## config.mk

```make
export PLATFORM = sky130hd
export DESIGN_NAME = uart_tx_serializer_flat
export DESIGN_NICKNAME = d
export VERILOG_FILES = /design/src/rtl/uart_tx_serializer_pkg.sv /design/src/rtl/uart_tx_serializer_if.sv /design/src/rtl/uart_tx_serializer_baud_tick.sv /design/src/rtl/uart_tx_serializer.sv /design/src/flat_wrapper.sv
export SDC_FILE = /design/constraint.sdc
export NUM_CORES = 1
export LEC_CHECK = 0
export CORE_MARGIN = 2
export CORE_UTILIZATION = 50
export CTS_BUF_LIST = sky130_fd_sc_hd__clkbuf_8
export DETAILED_ROUTE_END_ITERATION = 10
export PLACE_DENSITY_LB_ADDON = 0.12
export SYNTH_ARGS = -nofsm -noshare
export SYNTH_HDL_FRONTEND = slang
export SYNTH_SLANG_ARGS = --single-unit
```

## constraint.sdc

```tcl
create_clock -name clock -period 3.9 [get_ports clock]
set_clock_uncertainty 0.2 [all_clocks]
set_input_delay 1.17 -clock clock [delete_from_list [all_inputs] [get_ports clock]]
set_output_delay 1.17 -clock clock [all_outputs]
set_load 0.01 [all_outputs]
```

## src/rtl/uart_tx_serializer_pkg.sv

```systemverilog
// Shared UART transmit definitions: FSM states, format codes and format decode helpers.
// No logic of its own; imported by the serializer and its baud timer.
// Pure functions only, so there is no latency and no backpressure.
package uart_tx_serializer_pkg;

  // Frame sequencer states; IDLE is the only state that accepts a byte.
  typedef enum logic [2:0] {
    ST_IDLE   = 3'd0,
    ST_START  = 3'd1,
    ST_DATA   = 3'd2,
    ST_PARITY = 3'd3,
    ST_STOP   = 3'd4
  } tx_state_t;

  // Parity selection codes on i_check_bit; 2'b11 also means no parity.
  localparam logic [1:0] CHK_NONE = 2'b00;
  localparam logic [1:0] CHK_ODD  = 2'b01;
  localparam logic [1:0] CHK_EVEN = 2'b10;

  // Stop-bit codes on i_stop_bit; every code other than STOP_ONE gives two stop bits.
  localparam logic [1:0] STOP_ONE = 2'b00;
  localparam logic [1:0] STOP_TWO = 2'b01;

  localparam int UART_DATA_W = 8;

  // Number of data bits minus one (the data-bit index start value).
  // Only 5..8 are legal widths; anything else falls back to 8 bits.
  function automatic logic [2:0] data_bits_m1(input logic [3:0] data_bit);
    logic [2:0] nbits_m1;
    case (data_bit)
      4'd5:    nbits_m1 = 3'd4;
      4'd6:    nbits_m1 = 3'd5;
      4'd7:    nbits_m1 = 3'd6;
      default: nbits_m1 = 3'd7;
    endcase
    return nbits_m1;
  endfunction

  // True when the check code asks for a parity bit in the frame.
  function automatic logic has_parity(input logic [1:0] check_bit);
    return (check_bit == CHK_ODD) || (check_bit == CHK_EVEN);
  endfunction

  // Parity bit over the data bits actually sent; bits above the width are ignored.
  // Even parity is the plain XOR, odd parity its inverse.
  function automatic logic calc_parity(input logic [UART_DATA_W-1:0] data,
                                       input logic [2:0] nbits_m1,
                                       input logic [1:0] check_bit);
    logic par;
    par = (check_bit == CHK_ODD);
    for (int i = 0; i < UART_DATA_W; i++) begin
      if (3'(i) <= nbits_m1) begin
        par = par ^ data[i];
      end
    end
    return par;
  endfunction

endpackage

```

## src/rtl/uart_tx_serializer_if.sv

```systemverilog
// Byte stream between the TX byte FIFO read side and the serial transmit engine.
// Combinational bundle, no latency of its own.
// Valid/ready: a byte moves on a cycle where tx_valid and tx_ready are both high.
interface uart_tx_serializer_if;

  logic [7:0] tx_data;
  logic       tx_valid;
  logic       tx_ready;

  // FIFO side: offers bytes.
  modport master (
    output tx_data,
    output tx_valid,
    input  tx_ready
  );

  // Transmit engine side: takes bytes when it is idle.
  modport slave (
    input  tx_data,
    input  tx_valid,
    output tx_ready
  );

endinterface

```

## src/rtl/uart_tx_serializer_baud_tick.sv

```systemverilog
// Loadable bit-period down-counter; flags the last clock of the current bit.
// A load takes effect on the next edge; o_bit_end is combinational from the count.
// No backpressure: the owner loads it whenever a new bit period begins.
module uart_tx_serializer_baud_tick #(
  parameter int P_DIV_WIDTH = 24
) (
  input  logic                   clock,
  input  logic                   reset,
  input  logic                   i_load,
  input  logic [P_DIV_WIDTH-1:0] i_load_val,
  output logic                   o_bit_end
);

  logic [P_DIV_WIDTH-1:0] r_cnt;

  // Count down from the loaded value and park at zero until reloaded.
  always_ff @(posedge clock) begin
    if (!reset) begin
      r_cnt <= '0;
    end else if (i_load) begin
      r_cnt <= i_load_val;
    end else if (r_cnt != '0) begin
      r_cnt <= r_cnt - P_DIV_WIDTH'(1);
    end
  end

  assign o_bit_end = (r_cnt == '0);

endmodule

```

## src/rtl/uart_tx_serializer.sv

```systemverilog
// Serial transmit engine: frames one byte as start, data LSB first, optional parity, stop.
// Start bit drives from the accepting edge; each bit lasts div clocks; one idle clock between frames.
// Ready only in IDLE (gated by synchronized CTS when UART_TX_CTS_EN is defined); valid is ignored while busy.
module uart_tx_serializer
  import uart_tx_serializer_pkg::*;
#(
  parameter int P_DIV_WIDTH = 24,
  parameter int P_CTS_SYNC  = 2
) (
  input  logic                   clock,
  input  logic                   reset,
  uart_tx_serializer_if.slave    s_tx,
  input  logic [P_DIV_WIDTH-1:0] i_div_num,
  input  logic [3:0]             i_data_bit,
  input  logic [1:0]             i_stop_bit,
  input  logic [1:0]             i_check_bit,
  input  logic                   i_uart_cts,
  output logic                   o_uart_tx,
  output logic                   o_busy
);

  // Frame state and the format latched at accept time.
  tx_state_t              r_state;
  logic                   r_line;
  logic [UART_DATA_W-1:0] r_shift;
  logic [2:0]             r_idx;
  logic                   r_par_en;
  logic                   r_par_bit;
  logic                   r_stop_two;
  logic [P_DIV_WIDTH-1:0] r_div_m1;

  // Sequencer decisions for the coming edge.
  tx_state_t              w_state_nxt;
  logic                   w_line_nxt;
  logic                   w_load;
  logic [P_DIV_WIDTH-1:0] w_load_val;
  logic                   w_shift;
  logic                   w_stop_clr;
  logic                   w_accept;
  logic                   w_bit_end;
  logic                   w_cts_clear;
  logic [P_DIV_WIDTH-1:0] w_div_m1_in;
  logic [2:0]             w_nbits_m1_in;

`ifdef UART_TX_CTS_EN
  // CTS is an asynchronous, active-low pin; it resets to "not clear".
  logic [P_CTS_SYNC-1:0] r_cts_sync;

  // Synchronize CTS into the clock domain; only the last stage is used.
  always_ff @(posedge clock) begin
    if (!reset) begin
      r_cts_sync <= '1;
    end else begin
      r_cts_sync <= (r_cts_sync << 1) | P_CTS_SYNC'(i_uart_cts);
    end
  end

  // CTS only gates the start of a frame; a frame already running completes.
  assign w_cts_clear = ~r_cts_sync[P_CTS_SYNC-1];
`else
  // Flow control is not built in: the pin and its synchronizer depth are deliberately unused.
  logic [31:0] w_unused_cts;
  assign w_unused_cts = {31'(P_CTS_SYNC), i_uart_cts};
  assign w_cts_clear  = 1'b1;
`endif

  // Ready is dropped during the reset cycle and whenever a frame is in flight.
  assign s_tx.tx_ready = (r_state == ST_IDLE) & reset & w_cts_clear;
  assign w_accept      = s_tx.tx_valid & s_tx.tx_ready;

  // Divider values below 2 run at 2 clocks per bit; the counter runs div-1 down to 0.
  assign w_div_m1_in   = (i_div_num < P_DIV_WIDTH'(2)) ? P_DIV_WIDTH'(1)
                                                       : (i_div_num - P_DIV_WIDTH'(1));
  assign w_nbits_m1_in = data_bits_m1(i_data_bit);

  uart_tx_serializer_baud_tick #(
    .P_DIV_WIDTH (P_DIV_WIDTH)
  ) u_baud_tick (
    .clock      (clock),
    .reset      (reset),
    .i_load     (w_load),
    .i_load_val (w_load_val),
    .o_bit_end  (w_bit_end)
  );

  // State register.
  always_ff @(posedge clock) begin
    if (!reset) begin
      r_state <= ST_IDLE;
    end else begin
      r_state <= w_state_nxt;
    end
  end

  // Next state, next line level and bit-timer/shift controls.
  always_comb begin
    w_state_nxt = r_state;
    w_line_nxt  = 1'b1;
    w_load      = 1'b0;
    w_load_val  = r_div_m1;
    w_shift     = 1'b0;
    w_stop_clr  = 1'b0;
    case (r_state)
      ST_IDLE: begin
        if (w_accept) begin
          // Divider is taken straight from the port since it is being latched on this edge.
          w_state_nxt = ST_START;
          w_line_nxt  = 1'b0;
          w_load      = 1'b1;
          w_load_val  = w_div_m1_in;
        end
      end
      ST_START: begin
        w_line_nxt = 1'b0;
        if (w_bit_end) begin
          w_state_nxt = ST_DATA;
          w_line_nxt  = r_shift[0];
          w_load      = 1'b1;
        end
      end
      ST_DATA: begin
        w_line_nxt = r_shift[0];
        if (w_bit_end) begin
          w_load = 1'b1;
          if (r_idx != 3'd0) begin
            w_shift    = 1'b1;
            w_line_nxt = r_shift[1];
          end else if (r_par_en) begin
            w_state_nxt = ST_PARITY;
            w_line_nxt  = r_par_bit;
          end else begin
            w_state_nxt = ST_STOP;
            w_line_nxt  = 1'b1;
          end
        end
      end
      ST_PARITY: begin
        w_line_nxt = r_par_bit;
        if (w_bit_end) begin
          w_state_nxt = ST_STOP;
          w_line_nxt  = 1'b1;
          w_load      = 1'b1;
        end
      end
      ST_STOP: begin
        w_line_nxt = 1'b1;
        if (w_bit_end) begin
          if (r_stop_two) begin
            // First of two stop bits done; time one more period.
            w_stop_clr = 1'b1;
            w_load     = 1'b1;
          end else begin
            w_state_nxt = ST_IDLE;
          end
        end
      end
      default: begin
        w_state_nxt = ST_IDLE;
      end
    endcase
  end

  // Registered line plus the per-frame datapath: latch on accept, then shift and count down.
  always_ff @(posedge clock) begin
    if (!reset) begin
      r_line     <= 1'b1;
      r_shift    <= '0;
      r_idx      <= 3'd0;
      r_par_en   <= 1'b0;
      r_par_bit  <= 1'b0;
      r_stop_two <= 1'b0;
      r_div_m1   <= '0;
    end else begin
      r_line <= w_line_nxt;
      if (w_accept) begin
        r_shift    <= s_tx.tx_data;
        r_idx      <= w_nbits_m1_in;
        r_par_en   <= has_parity(i_check_bit);
        r_par_bit  <= calc_parity(s_tx.tx_data, w_nbits_m1_in, i_check_bit);
        r_stop_two <= (i_stop_bit != STOP_ONE);
        r_div_m1   <= w_div_m1_in;
      end else begin
        if (w_shift) begin
          r_shift <= r_shift >> 1;
          r_idx   <= r_idx - 3'd1;
        end
        if (w_stop_clr) begin
          r_stop_two <= 1'b0;
        end
      end
    end
  end

  assign o_uart_tx = r_line;
  assign o_busy    = (r_state != ST_IDLE);

endmodule

```

## src/flat_wrapper.sv

```systemverilog
// flat-port wrapper written by rule: the top's interface ports become plain ports
module uart_tx_serializer_flat import uart_tx_serializer_pkg::*;
#(
  parameter int P_DIV_WIDTH = 24,
  parameter int P_CTS_SYNC  = 2
)
  (clock, reset, i_div_num, i_data_bit, i_stop_bit, i_check_bit, i_uart_cts, o_uart_tx, o_busy, s_tx_tx_data, s_tx_tx_valid, s_tx_tx_ready);
  uart_tx_serializer_if s_tx_i ();
  input  logic clock;
  input  logic reset;
  input  logic [P_DIV_WIDTH-1:0] i_div_num;
  input  logic [3:0] i_data_bit;
  input  logic [1:0] i_stop_bit;
  input  logic [1:0] i_check_bit;
  input  logic i_uart_cts;
  output logic o_uart_tx;
  output logic o_busy;
  input wire logic [$bits(s_tx_i.tx_data)-1:0] s_tx_tx_data;
  input wire logic [$bits(s_tx_i.tx_valid)-1:0] s_tx_tx_valid;
  output wire logic [$bits(s_tx_i.tx_ready)-1:0] s_tx_tx_ready;
  assign s_tx_i.tx_data = s_tx_tx_data;
  assign s_tx_i.tx_valid = s_tx_tx_valid;
  assign s_tx_tx_ready = s_tx_i.tx_ready;
  uart_tx_serializer #(.P_DIV_WIDTH(P_DIV_WIDTH), .P_CTS_SYNC(P_CTS_SYNC)) u_core (.clock(clock), .reset(reset), .s_tx(s_tx_i), .i_div_num(i_div_num), .i_data_bit(i_data_bit), .i_stop_bit(i_stop_bit), .i_check_bit(i_check_bit), .i_uart_cts(i_uart_cts), .o_uart_tx(o_uart_tx), .o_busy(o_busy));
endmodule
```

==> run summary, run 1 <==
status = completed
1st-iter DRT viols = 172
number of routed nets with antenna violations = 0
leading post-synthesis cells by cell area = dfxtp_1, xnor2_1, nor2_1
gr usage total = 24.20%
CTS tree = built
synth unique cells = 63
vias in the first global route = 3514
Root Buffer = clkbuf_8
num ports = 47
number of buffers added on ports = 45
PwrDens = 455.6 nW/µm²
Post-Syn Instances = 461
Rows = 32
number of enable flip-flop cells after synthesis = 0
DP HPWL = 7219 µm
Via Count = 3698
final total power = 2.141 mW
initial antenna violation count = 0
Ys Warns = 0
fin crit period = 3.844 ns
later-pin clock latency in the skew report = 0.34 ns
Max Slew Vio Count = 0
Flop pwr share = 39.3%
Switching Fraction = 34.11%
CTS H-Tree Depth = 3
core area = 7607 µm²
asr flop ratio synth = 0%
CTS Buf Count = 9
combinational share of power = 31.9%
Setup CP Type = in2out
Die Span X = 91.96 µm
CTS sink count = 66
final period utilization = 98.56%
dominant cell type by area after synthesis = dfxtp_1
Synthesized Nets = 511
worst vdd ir = 242.4 µV
worst-case clock buffer depth = 2
max cap viols = 0
drt via density = 5.965
Avg WL per Cell = 16.01 µm
Worst Path Max Fanout = 2
Hold WC Path Type = reg2reg
First-pass DRT Iterations = 5
die area = 8457 µm²
largest net degree at the start of global routing = 33
synth-to-layout area growth = 21.44%
Startpoint Class = primary input
Worst setup EP type = output pin
Yosys top cell area share = 34.15%
ys flop type = dfxtp_1
first-pass GRT wire length = 16420 µm
Setup violations, final = 0
count leader, synth = dfxtp_1
Worst-Margin Slew = 0.9193 ns
most common library cells after synthesis = dfxtp_1, nor2_1, nand2_1
Seq/Total Area, Yosys = 34.15%
fmax = 0.2602 GHz
wirelength, routed = 9924 µm
post-layout util = 61.76%
CTS Hold Bufs = 0
final setup TNS = 0 ns
clock share of power = 28.8%
ANT cells = 0
Initial Util = 50.86%
Residual DRC = 0
final setup margin = 0.05610 ns
Synth Cell Area = 3869 µm²
layout cell share with drive strength beyond 1 = 9.266%
Critical Path RT = 2.53 ns
Final nets = 563
routability-driven placement congestion ratio = 0.8962
DP Worst Slack = -0.07355 ns
clk slew on worst S/H paths = 0.08 ns
die span in y = 91.96 µm
RSZ-0062 raised after global routing = false
Psw = 0.7302 mW
Leak Pwr = 1.661 nW
Max-Slew Margin vs Limit = 38.43%
crit path DAT = 2.47 ns
FF+latch count, synth = 66
hold violation count in the final report = 0
Mean Syn Cell Area = 8.392 µm²
Int Pwr = 1.411 mW
grt ovf = 0
[layout by cell type, fill, tap and decap left out, types with 3 or more instances in the layout]
cell type / count
dfxtp_1: 66
nor2_1: 50
clkdlybuf4s50_1: 45
nand2_1: 28
a21oi_1: 27
xnor2_1: 26
nor3_1: 19
buf_4: 19
a211oi_1: 17
nor4_1: 15
nand3_1: 15
inv_1: 13
xor2_1: 12
o21a_1: 10
o21ai_0: 10
mux2i_1: 9
o31ai_1: 9
clkbuf_8: 9
o211ai_1: 7
or4_1: 7
nand3b_1: 6
o32ai_1: 6
ha_1: 6
or3_1: 5
nand4_1: 5
and2_1: 5
a22oi_1: 5
o211a_1: 4
o31a_1: 4
and3_1: 3
nand2b_1: 3
a311oi_1: 3
a211o_1: 3
o22ai_1: 3
[final cells by class]
| type | instances | area, µm² |
|---|---|---|
| sequential | 66 | 1321 |
| clock buffer | 9 | 123.9 |
| inverter | 11 | 41.29 |
| timing repair buffer | 64 | 593.1 |
| fill | 687 | 2909 |
| tap | 102 | 127.6 |
| clock inverter | 7 | 86.33 |
| multi-input combinational | 361 | 2405 |
[layer usage]
metal	vias to the layer above	GRT usage [%]	share of wire, %
met4	0	10.95	2.5
met5	-	0	0
met3	24	3.205	5.3
met1	1715	28.91	43
li1	1844	-	-
met2	115	43.08	49
[worst paths after layout]
check	start	endpoint	slack, ns	depth (start not counted)
hold / removal	u_core.r_div_m1[18]$_SDFF_PN0_	u_core.r_div_m1[18]$_SDFF_PN0_	0.26	2
setup / recovery	reset	s_tx_tx_ready	0.06	3
hold reg to reg	u_core.r_div_m1[18]$_SDFF_PN0_	u_core.r_div_m1[18]$_SDFF_PN0_	0.26	2
setup reg to reg	u_core.u_baud_tick.r_cnt[0]$_SDFFE_PN0P_	u_core.u_baud_tick.r_cnt[23]$_SDFFE_PN0P_	0.67	7
[critical path, stage by stage]
cell,delay (ns)
clkdlybuf4s50_1,0.47
nor4b_2,0.24
clkdlybuf4s50_1,0.59
[logic make-up after synthesis]
kind of cell | after synthesis | share of synthesized area (%)
adders and majority gates | 6 | 1.940
DFF | 66 | 34.15
muxes | 11 | 2.911
AOI/OAI and AO/OA | 127 | 23.84
and+or+nand+nor | 179 | 24.64
buffers and inverters | 34 | 3.913
xor gates and xnor gates | 38 | 8.603
[flip-flops by register name, indices dropped and copies added, names as in the netlist]
signal and cells:
u_core.u_baud_tick.r_cnt 24, u_core.r_state 3, u_core.r_par_bit 1, u_core.r_par_en 1
u_core.r_div_m1 24, u_core.o_uart_tx 1, u_core.r_idx 3, u_core.r_stop_two 1
u_core.r_shift 8
[stage by stage]
step,instances,hold slack [ns],instance area (µm²)
CTS,620,0.2636,4698
detailed placement,604,0.2533,4482
floorplan,461,0.2322,3869
finish,620,0.2639,4698
global route,620,0.2880,4698
global placement,604,0.2432,4482
[what timing repair did]
item | in CTS | in global routing
setup endpoints to repair | 1 | 0
setup buffers | 0 | 0
resized for setup | 1 | 0
[power groups by stage]
stage | Clock, mW | Sequential, mW | Combinational, mW
global placement | 0 | 0.851 | 0.665
finish | 0.616 | 0.841 | 0.683
global route | 0.651 | 0.854 | 0.750
floorplan | 0 | 0.833 | 0.488
detailed placement | 0 | 0.854 | 0.672
CTS | 0.624 | 0.840 | 0.679
(Power assumes the default switching activity.)
==> run 2: changes to the inputs <==
CORE_MARGIN = default   (was 2)
CTS_CLUSTER_SIZE = 28   (was default)
==> run 2 against run 1 <==
Non-clock buffer count increased by 5. Global-route usage increased by 1.3 points. Critical endpoint unchanged. Sequential share of layout area decreased by 0.38 points. Sequential power increased by 0.5%. Power increased by 4.2%. Highest routed layer unchanged. Clock power increased by 14%. Combinational power about the same. Flip-flop and latch count unchanged.
==> run summary, run 2 (synthesized netlist as in run 1, its figures left out) <==
Hold WC Path Type = reg2reg
clk slew on worst S/H paths = 0.07 ns
placed cell areas = 4516 µm²
worst-case clock buffer depth = 2
PwrDens = 468.2 nW/µm²
Max Slew Vio Count = 0
Critical Path RT = 2.53 ns
first-pass GRT wire length = 16520 µm
post-layout util = 64.63%
Startpoint Class = primary input
Critical Path Max Stage Delay = 0.47 ns
Worst Setup SP = reset
die span in y = 89.96 µm
RSZ-0062 raised after global routing = false
CTS Hold Bufs = 0
later-pin clock latency in the skew report = 0.35 ns
Final nets = 568
hold violation count in the final report = 0
R2R Path End = u_core.u_baud_tick.r_cnt[14]$_SDFFE_PN0P_
R2R Setup Slk = 0.68 ns
die area = 8093 µm²
Residual DRC = 0
Root Buffer = clkbuf_8
status = completed
crit path max-delay cell type = clkdlybuf4s50_1
critical-path cell list = clkdlybuf4s50_1 > nor4b_2 > buf_4 > dlygate4sd2_1
max cap viols = 0
CP delay by family, top = buffers and inverters
core area = 7370 µm²
final setup margin = 0.2844 ns
grt ovf = 0
gr usage total = 25.51%
FF-to-FF Start = u_core.u_baud_tick.r_cnt[4]$_SDFFE_PN0P_
R2R cell count = 5
Leak Pwr = 1.691 nW
final total power = 2.230 mW
ANT cells = 0
vias in the first global route = 3441
largest net degree at the start of global routing = 33
CTS Buf Count = 9
layout cell share with drive strength beyond 1 = 10.33%
1st-iter DRT viols = 206
Psw = 0.7492 mW
Worst Path Max Fanout = 2
DP Worst Slack = -0.07440 ns
Int Pwr = 1.481 mW
multi-input gate area in the final layout = 2405 µm²
crit path DAT = 2.25 ns
Worst setup EP type = output pin
most frequent cells in the layout = dfxtp_1, nor2_1, clkdlybuf4s50_1, nand2_1, a21oi_1
Avg WL per Cell = 16.01 µm
synth-to-layout area growth = 23.12%
number of routed nets with antenna violations = 0
Via Count = 3647
Stages on worst setup path = 4
Setup violations, final = 0
most common cell after layout, fill and taps aside = dfxtp_1
Die Span X = 89.96 µm
number of buffers added on ports = 45
register area = 1321 µm²
worst vdd ir = 342.0 µV
drt via density = 5.863
post-CTS setup buffer count = 0
CTS H-Tree Depth = 3
combinational share of power = 30.7%
WP buf/inv = 3
Max-Slew Margin vs Limit = 40.31%
Worst-Margin Slew = 0.8871 ns
Setup CP Type = in2out
Setup crit end = s_tx_tx_ready
Rows = 31
Switching Fraction = 33.59%
initial antenna violation count = 0
CTS sink count = 66
CTS tree = built
Top Registers = u_core.r_div_m1: 24 flops, u_core.u_baud_tick.r_cnt: 24 flops, u_core.r_shift: 8 flops
Flop pwr share = 37.9%
clock share of power = 31.5%
fin crit period = 3.616 ns
design area = 4763 µm²
wirelength, routed = 9961 µm
num ports = 47
fmax = 0.2766 GHz
DP HPWL = 7252 µm
First-pass DRT Iterations = 4
Initial Util = 52.50%
routability-driven placement congestion ratio = 0.8888
final period utilization = 92.71%
filler instances = 630
[run 2: repair_timing]
item                       CTS  global route
setup endpoints to repair    1             0
hold endpoints to repair     0             0
gates resized for setup      2             0
[run 2: how the worst min path moves through the flow]
stage | from | end | slack, ns | cells after the start
floorplan | u_core.r_div_m1[22]$_SDFF_PN0_ | u_core.r_div_m1[22]$_SDFF_PN0_ | 0.23 | 2
global placement | u_core.r_div_m1[22]$_SDFF_PN0_ | u_core.r_div_m1[22]$_SDFF_PN0_ | 0.24 | 2
detailed placement | u_core.r_div_m1[18]$_SDFF_PN0_ | u_core.r_div_m1[18]$_SDFF_PN0_ | 0.25 | 2
CTS | u_core.r_div_m1[18]$_SDFF_PN0_ | u_core.r_div_m1[18]$_SDFF_PN0_ | 0.26 | 2
global route | u_core.r_div_m1[22]$_SDFF_PN0_ | u_core.r_div_m1[22]$_SDFF_PN0_ | 0.28 | 2
finish | u_core.r_div_m1[18]$_SDFF_PN0_ | u_core.r_div_m1[18]$_SDFF_PN0_ | 0.26 | 2
[run 2: routing by layer]
metal / track usage, % / routed length [µm] / vias up
li1: - / - / 1847
met1: 35.53 / 4904 / 1726
met2: 40.00 / 4455 / 65
met3: 5.753 / 513 / 9
met4: 6.317 / 88 / 0
met5: 0 / 0 / -
[run 2: cell type report]
type,instances,share of cell area (%)
Tap cell,99,2.600
Clock inverter,7,2.495
Clock buffer,9,2.600
Sequential cell,66,27.74
Timing Repair Buffer,69,13.21
Inverter,11,0.8668
Multi-Input combinational cell,361,50.49
[run 2: through the flow]
stage | cells | setup TNS [ns] | hold slack, ns
6_report | 622 | 0 | 0.2596
5_1_grt | 622 | 0 | 0.2794
4_1_cts | 622 | 0 | 0.2576
3_5_place_dp | 606 | -0.07440 | 0.2476
3_3_place_gp | 606 | -0.04709 | 0.2421
2_1_floorplan | 461 | 0 | 0.2322
[run 2: power by group through the flow]
stage	Combinational (mW)	Sequential [mW]	Clock, mW
3_3_place_gp	0.659	0.851	0
5_1_grt	0.759	0.855	0.741
2_1_floorplan	0.488	0.833	0
3_5_place_dp	0.671	0.855	0
4_1_cts	0.681	0.841	0.712
6_report	0.684	0.845	0.702
[run 2: worst reg2reg max path, delay by kind of cell (launching register included)]
kind / cells / cell delay, ns
AO/OA/AOI/OAI: 2 / 0.87
flip-flops: 1 / 0.36
AND/OR/NAND/NOR: 3 / 1.70
